## src/rtl/div_bus_frontend_if.sv

```systemverilog
// Signal bundle between the byte-wide bus front end, its producer/consumer and the divider.
// The slave modport is the front end's view; master is the environment's view.
interface div_bus_frontend_if;
   logic [7:0]  bus_in;
   logic        in_valid;
   logic        in_ready;
   logic [7:0]  bus_out;
   logic        out_valid;
   logic        out_ready;
   logic        busy;
   logic        div_err;
   logic [15:0] div_a;
   logic [15:0] div_b;
   logic        div_start;
   logic        div_ready;
   logic        div_done;
   logic [15:0] div_q;
   logic [15:0] div_r;

   modport slave (
      input  bus_in, in_valid, out_ready, div_ready, div_done, div_q, div_r,
      output in_ready, bus_out, out_valid, busy, div_err, div_a, div_b, div_start
   );

   modport master (
      output bus_in, in_valid, out_ready, div_ready, div_done, div_q, div_r,
      input  in_ready, bus_out, out_valid, busy, div_err, div_a, div_b, div_start
   );
endinterface

```

## src/rtl/div_bus_frontend.sv

```systemverilog
// Byte-serial operand collection and result return around a 16-bit signed divider,
// with local handling of divide-by-zero and divider timeout.
module div_bus_frontend #(
   parameter int START_CYCLES = 1,
   parameter int WAIT_TIMEOUT = 127
) (
   input  logic               clk,
   input  logic               rst,
   div_bus_frontend_if.slave  bus
);

   typedef enum logic [2:0] {
      ST_COLLECT  = 3'd0,
      ST_WAIT_RDY = 3'd1,
      ST_START    = 3'd2,
      ST_RUN      = 3'd3,
      ST_EMIT     = 3'd4
   } state_e;

   localparam logic [2:0] START_LAST = 3'(START_CYCLES - 1);
   localparam logic [6:0] RUN_LAST   = 7'(WAIT_TIMEOUT - 1);

   state_e      state_q, state_d;
   logic [1:0]  idx_q, idx_d;
   logic [15:0] a_q, a_d, b_q, b_d, q_q, q_d, r_q, r_d;
   logic [7:0]  bus_out_q, bus_out_d;
   logic        out_valid_q, out_valid_d;
   logic        busy_q, busy_d;
   logic        err_q, err_d;
   logic        start_q, start_d;
   logic [2:0]  start_cnt_q, start_cnt_d;
   logic [6:0]  run_cnt_q, run_cnt_d;

   // Result bytes leave as Q low, Q high, R low, R high.
   function automatic logic [7:0] result_byte(input logic [1:0] idx, input logic [15:0] q,
                                              input logic [15:0] r);
      logic [7:0] b;
      case (idx)
         2'd0:    b = q[7:0];
         2'd1:    b = q[15:8];
         2'd2:    b = r[7:0];
         2'd3:    b = r[15:8];
         default: b = 8'h00;
      endcase
      return b;
   endfunction

   // Next-state and registered-output decode.
   always_comb begin
      state_d     = state_q;
      idx_d       = idx_q;
      a_d         = a_q;
      b_d         = b_q;
      q_d         = q_q;
      r_d         = r_q;
      bus_out_d   = bus_out_q;
      err_d       = err_q;
      start_cnt_d = start_cnt_q;
      run_cnt_d   = run_cnt_q;

      case (state_q)
         ST_COLLECT: begin
            if (bus.in_valid) begin
               idx_d = idx_q + 2'd1;
               case (idx_q)
                  2'd0:    a_d[7:0]  = bus.bus_in;
                  2'd1:    a_d[15:8] = bus.bus_in;
                  2'd2:    b_d[7:0]  = bus.bus_in;
                  2'd3:    b_d[15:8] = bus.bus_in;
                  default: a_d       = a_q;
               endcase
               if (idx_q == 2'd3) begin
                  // A zero divisor never reaches the divider.
                  if ({bus.bus_in, b_q[7:0]} == 16'h0000) begin
                     q_d       = 16'hFFFF;
                     r_d       = a_q;
                     err_d     = 1'b1;
                     bus_out_d = 8'hFF;
                     state_d   = ST_EMIT;
                  end else begin
                     state_d = ST_WAIT_RDY;
                  end
               end else begin
                  state_d = ST_COLLECT;
               end
            end else begin
               idx_d = idx_q;
            end
         end
         ST_WAIT_RDY: begin
            if (bus.div_ready) begin
               start_cnt_d = 3'd0;
               state_d     = ST_START;
            end else begin
               state_d = ST_WAIT_RDY;
            end
         end
         ST_START: begin
            if (start_cnt_q == START_LAST) begin
               run_cnt_d = 7'd0;
               state_d   = ST_RUN;
            end else begin
               start_cnt_d = start_cnt_q + 3'd1;
            end
         end
         ST_RUN: begin
            // A done pulse on the final allowed cycle still beats the timeout.
            if (bus.div_done) begin
               q_d       = bus.div_q;
               r_d       = bus.div_r;
               err_d     = 1'b0;
               bus_out_d = bus.div_q[7:0];
               idx_d     = 2'd0;
               state_d   = ST_EMIT;
            end else if (run_cnt_q == RUN_LAST) begin
               q_d       = 16'hFFFF;
               r_d       = 16'hFFFF;
               err_d     = 1'b1;
               bus_out_d = 8'hFF;
               idx_d     = 2'd0;
               state_d   = ST_EMIT;
            end else begin
               run_cnt_d = run_cnt_q + 7'd1;
            end
         end
         ST_EMIT: begin
            if (bus.out_ready) begin
               idx_d = idx_q + 2'd1;
               if (idx_q == 2'd3) begin
                  err_d   = 1'b0;
                  state_d = ST_COLLECT;
               end else begin
                  bus_out_d = result_byte(idx_q + 2'd1, q_q, r_q);
               end
            end else begin
               idx_d = idx_q;
            end
         end
         default: begin
            idx_d   = 2'd0;
            state_d = ST_COLLECT;
         end
      endcase

      out_valid_d = (state_d == ST_EMIT);
      start_d     = (state_d == ST_START);
      busy_d      = (state_d == ST_WAIT_RDY) || (state_d == ST_START) || (state_d == ST_RUN);
   end

   // State and output registers with synchronous active-low reset.
   always_ff @(posedge clk) begin
      if (!rst) begin
         state_q     <= ST_COLLECT;
         idx_q       <= 2'd0;
         a_q         <= 16'h0000;
         b_q         <= 16'h0000;
         q_q         <= 16'h0000;
         r_q         <= 16'h0000;
         bus_out_q   <= 8'h00;
         out_valid_q <= 1'b0;
         busy_q      <= 1'b0;
         err_q       <= 1'b0;
         start_q     <= 1'b0;
         start_cnt_q <= 3'd0;
         run_cnt_q   <= 7'd0;
      end else begin
         state_q     <= state_d;
         idx_q       <= idx_d;
         a_q         <= a_d;
         b_q         <= b_d;
         q_q         <= q_d;
         r_q         <= r_d;
         bus_out_q   <= bus_out_d;
         out_valid_q <= out_valid_d;
         busy_q      <= busy_d;
         err_q       <= err_d;
         start_q     <= start_d;
         start_cnt_q <= start_cnt_d;
         run_cnt_q   <= run_cnt_d;
      end
   end

   assign bus.in_ready  = (state_q == ST_COLLECT);
   assign bus.bus_out   = bus_out_q;
   assign bus.out_valid = out_valid_q;
   assign bus.busy      = busy_q;
   assign bus.div_err   = err_q;
   assign bus.div_a     = a_q;
   assign bus.div_b     = b_q;
   assign bus.div_start = start_q;

endmodule

```

## src/flat_wrapper.sv

```systemverilog
// flat-port wrapper written by rule: the top's interface ports become plain ports
module div_bus_frontend_flat 
#(
   parameter int START_CYCLES = 1,
   parameter int WAIT_TIMEOUT = 127
)
  (clk, rst, bus_bus_in, bus_in_valid, bus_out_ready, bus_div_ready, bus_div_done, bus_div_q, bus_div_r, bus_in_ready, bus_bus_out, bus_out_valid, bus_busy, bus_div_err, bus_div_a, bus_div_b, bus_div_start);
  div_bus_frontend_if bus_i ();
  input  logic clk;
  input  logic rst;
  input wire logic [$bits(bus_i.bus_in)-1:0] bus_bus_in;
  input wire logic [$bits(bus_i.in_valid)-1:0] bus_in_valid;
  input wire logic [$bits(bus_i.out_ready)-1:0] bus_out_ready;
  input wire logic [$bits(bus_i.div_ready)-1:0] bus_div_ready;
  input wire logic [$bits(bus_i.div_done)-1:0] bus_div_done;
  input wire logic [$bits(bus_i.div_q)-1:0] bus_div_q;
  input wire logic [$bits(bus_i.div_r)-1:0] bus_div_r;
  output wire logic [$bits(bus_i.in_ready)-1:0] bus_in_ready;
  output wire logic [$bits(bus_i.bus_out)-1:0] bus_bus_out;
  output wire logic [$bits(bus_i.out_valid)-1:0] bus_out_valid;
  output wire logic [$bits(bus_i.busy)-1:0] bus_busy;
  output wire logic [$bits(bus_i.div_err)-1:0] bus_div_err;
  output wire logic [$bits(bus_i.div_a)-1:0] bus_div_a;
  output wire logic [$bits(bus_i.div_b)-1:0] bus_div_b;
  output wire logic [$bits(bus_i.div_start)-1:0] bus_div_start;
  assign bus_i.bus_in = bus_bus_in;
  assign bus_i.in_valid = bus_in_valid;
  assign bus_i.out_ready = bus_out_ready;
  assign bus_i.div_ready = bus_div_ready;
  assign bus_i.div_done = bus_div_done;
  assign bus_i.div_q = bus_div_q;
  assign bus_i.div_r = bus_div_r;
  assign bus_in_ready = bus_i.in_ready;
  assign bus_bus_out = bus_i.bus_out;
  assign bus_out_valid = bus_i.out_valid;
  assign bus_busy = bus_i.busy;
  assign bus_div_err = bus_i.div_err;
  assign bus_div_a = bus_i.div_a;
  assign bus_div_b = bus_i.div_b;
  assign bus_div_start = bus_i.div_start;
  div_bus_frontend #(.START_CYCLES(START_CYCLES), .WAIT_TIMEOUT(WAIT_TIMEOUT)) u_core (.clk(clk), .rst(rst), .bus(bus_i));
endmodule
```

## config.mk

```make
export PLATFORM = sky130hd
export DESIGN_NAME = div_bus_frontend_flat
export DESIGN_NICKNAME = d
export VERILOG_FILES = /design/src/rtl/div_bus_frontend_if.sv /design/src/rtl/div_bus_frontend.sv /design/src/flat_wrapper.sv
export SDC_FILE = /design/constraint.sdc
export NUM_CORES = 1
export LEC_CHECK = 0
export ABC_AREA = 1
export CORE_UTILIZATION = 40
export CTS_BUF_LIST = sky130_fd_sc_hd__clkbuf_4
export DETAILED_ROUTE_END_ITERATION = 10
export DONT_BUFFER_PORTS = 1
export SYNTH_ARGS = -nofsm -noshare
export SYNTH_HDL_FRONTEND = slang
export SYNTH_SLANG_ARGS = --single-unit
```

## constraint.sdc

```tcl
create_clock -name clk -period 4.4 [get_ports clk]
set_input_delay 1.1 -clock clk [delete_from_list [all_inputs] [get_ports clk]]
set_output_delay 1.1 -clock clk [all_outputs]
set_load 0.02 [all_outputs]
```

== Word-level counts from Yosys, hierarchy flattened ==
Cells that the tools add are included.
Operators by class
  muxes and demuxes: 50
  bitwise gates (word level): 1
  $lt $le $gt $ge: 0
  equality and inequality tests: 27
  shifts and indexed selects: 0
  $add $sub $neg: 3
  reductions and logical operators: 22
  multipliers: 0
  divide/modulo/power cells: 0
Operator list (count)
  16-bit 2-to-1 mux: 9
  16-bit one-hot mux with 2 select lines: 2
  8-bit 2-to-1 mux: 7
  8-bit one-hot mux with 4 select lines: 1
  3-bit 2-to-1 mux: 10
  8-bit one-hot mux with 3 select lines: 1
  7-bit 2-to-1 mux: 3
  16-bit logical NOT: 1
  3-bit one-hot mux with 5 select lines: 1
  3-bit AND reduction: 5
  2-bit inequality test (second input constant): 7
  7-bit one-hot mux with 2 select lines: 1
  7-bit AND reduction: 2
  3-bit by 2-bit equality test with 1-bit output (second input constant): 4
  2-bit 2-to-1 mux: 5
  2-bit equality test (second input constant): 4
  2-bit by 1-bit inequality test with 1-bit output (second input constant): 4
  2-bit one-hot mux with 4 select lines: 1
  4-bit AND reduction: 2
  7-bit by 1-bit adder with 7-bit output (second input constant): 1
  7-bit equality test (second input constant): 1
  1-bit 2-to-1 mux: 7
  3-bit by 1-bit equality test with 1-bit output (second input constant): 2
  3-bit equality test (second input constant): 2
  other kinds (14): 20
Word-level totals
  memory bits (writable): 0
  flip-flop bits (word level): 91
  latch bits: 0
  input bits: 46
  memory bits (read-only): 0
  memories kept: 0

== Depth between registers and ports, before layout ==
  depth in word-level cells: 8
  mapped depth: 11

== Least setup slack after synthesis ==
No wires, ideal clock.
  kind: input to register
  start: input bus_bus_in[6]
  end: register u_core.r_q[11]
  slack: 2.257 ns
  arrival time: 2.030 ns
  cell stages on the path: 10
  path buffers: 2
  library setup time: 0.113 ns
  path through: nor2_1 -> nand2_1 -> nor2_1 -> nand2_1 -> nand2_1 -> nand3_2 -> buf_6 -> buf_6 -> nor2_1 -> nor2_1
Between the ends
  longest elaborated chain between the ends: 3
RTL lines
  start: declaration: RTL line flat_wrapper.sv:11  | input wire logic [$bits(bus_i.bus_in)-1:0] bus_bus_in;
  16-bit logical NOT: RTL line div_bus_frontend.sv:74  | if ({bus.bus_in, b_q[7:0]} == 16'h0000) begin
  2-bit by 1-bit inequality test with 1-bit output (no source line)
  5-bit AND reduction (no source line)
  end signal: assignment: RTL line div_bus_frontend.sv:172  | r_q <= r_d;
  end: declaration: RTL line div_bus_frontend.sv:25  | logic [15:0] a_q, a_d, b_q, b_d, q_q, q_d, r_q, r_d;
Every way passes these cells.
A chain may end at the register's enable or synchronous reset.

== Worst setup path after layout ==
  start: register u_core.state_q[2]
  end: register u_core.r_q[5]
Between the ends
  longest elaborated chain between the ends: 3
  elaborated cells between the ends (all ways): 9
  those cells by class: 5 x eq/ne; 1 x mux; 3 x reduce/logical
RTL lines
  start: declaration: RTL line div_bus_frontend.sv:23  | state_e state_q, state_d;
  start signal: assignment: RTL line div_bus_frontend.sv:167  | state_q <= state_d;
  3-bit by 2-bit equality test with 1-bit output or 3-bit logical NOT (tied branches): RTL line div_bus_frontend.sv:61  | case (state_q)
  3-bit by 2-bit inequality test with 1-bit output (no source line), or another cell as far along
  5-bit AND reduction (no source line)
Several ways; a longest one is shown, not always the timed one.

==> results_dict.tcl <==
set metrics [dict create \
    yosys.area_share.adder_pct 2.79 \
    finalSetupTns_ps 0 \
    final-max-slew-violation-count 0 \
    floorplan.die_area_um2 11600 \
    p_r_area_growth_vs_syn_pct 2.85 \
    fp.dieW_um 108 \
    detailed_place.area_um2 4490 \
    cts-hold-fix-buffers 0 \
    synth-simple-area-share_pct 32.3 \
    clkTransAtPathRegs_ps 150 \
    static_leakage_power_uw 0.00202 \
    clk_latency_ps 470 \
    p_comb_share_pct 10.4 \
    global_route_wire_length_before_repair_mm 18.5 \
    grt_pass1_vias 3766 \
    gp_routability_congestion 0.812 \
    hold_viol_final 0 \
    synth_top_family_by_area "simple AND/OR/NAND/NOR gates" \
    finalSetupViolCount 0 \
    top_level_ports 91 \
    period_share_pct 59.9 \
    drt_first_iter_violations 204 \
    crit-reg2reg-capture "u_core.r_q[5]$_SDFFE_PN0P_" \
    synth.mux.area_fraction_pct 0 \
    r2r-start "u_core.state_q[2]$_SDFF_PN0_" \
    initial_utilization_pct 41.2 \
    antenna_cells 0 \
    post-route-worst-setup-slack_ps 1760 \
    hold_path_end "u_core.q_q[0]$_SDFFE_PN0P_" \
    synth_compound_area_share_pct 13.5 \
    timing.critical_path.fanout_max 48 \
    worst_slew_margin_relative_to_its_limit_pct 32.6 \
    tritoncts "yes" \
    mostFrequentLayoutCells "sky130_fd_sc_hd__nand2_1, sky130_fd_sc_hd__nor2_1, sky130_fd_sc_hd__dfxtp_1, sky130_fd_sc_hd__inv_1, sky130_fd_sc_hd__a21oi_1" \
    fin_hold_ws_ps 462 \
    internal-power_uw 1020 \
    pre_cts_slack_ps 1380 \
    ys_ff_latch 91 \
    place.detailed.hpwl_mm 8.14 \
    worstHoldPathType "flip-flop to flip-flop" \
    clock_power_share_pct 28.3 \
    post-route-util_pct 42.3 \
    synth-warning-count 0 \
    htree_levels 3 \
    timing.critical_path.from_type "flip-flop" \
    buffers_on_ports 0 \
    post_synth.cell_area_avg_um2 6.77 \
    ys_async_sr_fraction_pct 0 \
    number_of_drc_violations_after_detailed_routing 0 \
    netSwitchingPower_uw 449 \
    instance_count_of_the_mapped_netlist 662 \
    pwr-share-seq_pct 61.3 \
    achievable-frequency_mhz 379 \
    p_sw_share_pct 30.6 \
    mappedNetlistNets 718 \
    drt_first_pass_iters 4 \
    synth_edf_count 0 \
    grt_start_max_net_pins 53 \
    power.density_nw_per_um2 318 \
    yosys.area_share.xor_xnor_pct 0.391 \
    startpoint_of_the_worst_hold_path "u_core.q_q[0]$_SDFFE_PN0P_" \
    cts_sinks 91 \
    drt.antenna.violating_nets 0 \
    final_cell_area_um2 4610 \
    initial_antenna_violation_count 0 \
    cp_data_arrival_time_ps 3000 \
    clock_skew_ps 26.7 \
    syn-cell-area_um2 4480 \
    maxCapViolations 0 \
    seq_area_frac_synth_pct 40.6 \
    vias 3938 \
    required_worst_endpoint_ps 4760 \
    via_per_inst 4.99 \
    cts_inserted_buffers 9 \
    vdd_drop_max_mv 0.192 \
    final_common_cell "sky130_fd_sc_hd__nand2_1" \
    timing_worst_slew_pin_value_ps 1010 \
    cts_repair_resize_count 0 \
    post-route-min-period_ps 2640 \
    cp-end-kind "flip-flop" \
    die_height_um 108 \
    crit_path_start "u_core.state_q[2]$_SDFF_PN0_" \
    reg2reg_depth 7 \
    unique_cell_type_count_in_the_yosys_netlist 29 \
    final_net_count 700 \
    std_cell_rows 38 \
    setup.worst_path.class "flip-flop to flip-flop" \
    rsz0062_at_grt "no" \
    cts-root-buf "sky130_fd_sc_hd__clkbuf_4" \
    drive_gt1_share_pct 6.93 \
    average_detailed_routed_wire_length_per_instance_um 14.3 \
    ctsLongestPathBuffers 2 \
    hold-path-cell-count 2 \
    setup_bufs_post_cts 0 \
    overflow 0 \
    floorplan.core_area_um2 10900 \
    grt_util_all_layers_pct 20.9 \
    outcome "complete, no violations" \
    ys.flop_type "sky130_fd_sc_hd__dfxtp_1" \
    worst-r2r-setup-slack_ps 1760 \
    totalWireLength_mm 11.2 \
]
flip-flops by register name, indices dropped and copies added, names as in the netlist:
signal,cells
u_core.bus.bus_out,8
u_core.bus.busy,1
u_core.bus.div_a,16
u_core.bus.div_b,16
u_core.bus.div_err,1
u_core.bus.div_start,1
u_core.bus.out_valid,1
u_core.idx_q,2
u_core.q_q,16
u_core.r_q,16
u_core.run_cnt_q,7
u_core.start_cnt_q,3
u_core.state_q,3
how the worst max path moves through the flow:
| stage | end | slack (ps) | cells past startpoint |
|---|---|---|---|
| 4_1_cts | u_core.r_q[4]$_SDFFE_PN0P_ | 1770 | 7 |
| 5_1_grt | u_core.r_q[14]$_SDFFE_PN0P_ | 1460 | 7 |
| 6_report | u_core.r_q[5]$_SDFFE_PN0P_ | 1760 | 7 |
| 3_3_place_gp | u_core.r_q[3]$_SDFFE_PN0P_ | 1420 | 8 |
| 2_1_floorplan | u_core.r_q[11]$_SDFFE_PN0P_ | 2260 | 10 |
| 3_5_place_dp | u_core.r_q[11]$_SDFFE_PN0P_ | 1380 | 8 |
area by class of cell:
type,count,area [um2]
multi-input cells,462,2200
inverters,80,300
clock inverters,6,42.5
fillers,1149,6280
well taps,140,175
clock buffers,10,75.1
flip-flops and latches,91,1820
cell usage after synthesis (2+ instances only):
cell type,instances,area (um2)
sky130_fd_sc_hd__o21ai_0,18,90.1
sky130_fd_sc_hd__nand3_2,4,40.0
sky130_fd_sc_hd__nand3_1,35,175
sky130_fd_sc_hd__clkbuf_1,13,48.8
sky130_fd_sc_hd__nand2_2,2,12.5
sky130_fd_sc_hd__o22a_1,10,87.6
sky130_fd_sc_hd__buf_4,2,15.0
sky130_fd_sc_hd__buf_2,9,45.0
sky130_fd_sc_hd__nand2_1,192,721
sky130_fd_sc_hd__ha_1,10,125
sky130_fd_sc_hd__inv_2,5,18.8
sky130_fd_sc_hd__a21oi_1,53,265
sky130_fd_sc_hd__buf_6,5,56.3
sky130_fd_sc_hd__nor2_2,4,25.0
sky130_fd_sc_hd__a21oi_2,10,87.6
sky130_fd_sc_hd__nand4_1,3,18.8
sky130_fd_sc_hd__a31oi_1,2,12.5
sky130_fd_sc_hd__o211ai_1,8,60.1
sky130_fd_sc_hd__nor2_1,103,387
sky130_fd_sc_hd__inv_1,74,278
sky130_fd_sc_hd__nor2_4,2,22.5
sky130_fd_sc_hd__dfxtp_1,91,1820
power groups by stage:
stage	combinational, uW	clock (uW)	sequential [uW]
2_1_floorplan	129	0	909
3_3_place_gp	152	0	918
3_5_place_dp	152	0	918
4_1_cts	153	434	900
5_1_grt	173	462	903
6_report	152	416	899
per-layer routing:
layer,up-vias,share of wire (%),global-route usage [%]
met5,-,0,0
met4,0,1.7,6.65
met3,13,5.3,6.72
met2,95,49,35.3
met1,1789,44,24.9
li1,2041,-,-
cells by family (layout without fill, tap and decap cells):
logic type / after synthesis / count (layout)
xor+xnor: 2 / 2
flops: 91 / 91
simple gates: 349 / 349
fa+ha+maj: 10 / 10
buf+inv: 109 / 96
compound gates: 101 / 101
metrics by stage:
step	total power [uW]	std cells
global placement	1070	773
floorplan	1040	662
detailed placement	1070	773
finish	1470	789
CTS	1490	789
global route	1540	789
worst max-delay path, stage by stage, from the launching register on:
cell and delay (ps):
sky130_fd_sc_hd__dfxtp_1 620, sky130_fd_sc_hd__inv_2 130, sky130_fd_sc_hd__nand3_2 240, sky130_fd_sc_hd__nor2_1 90
sky130_fd_sc_hd__nand2_2 200, sky130_fd_sc_hd__nand3_2 820, sky130_fd_sc_hd__nor2_1 350, sky130_fd_sc_hd__nor2_1 80
No activity file was read; power rests on OpenSTA's default activity.
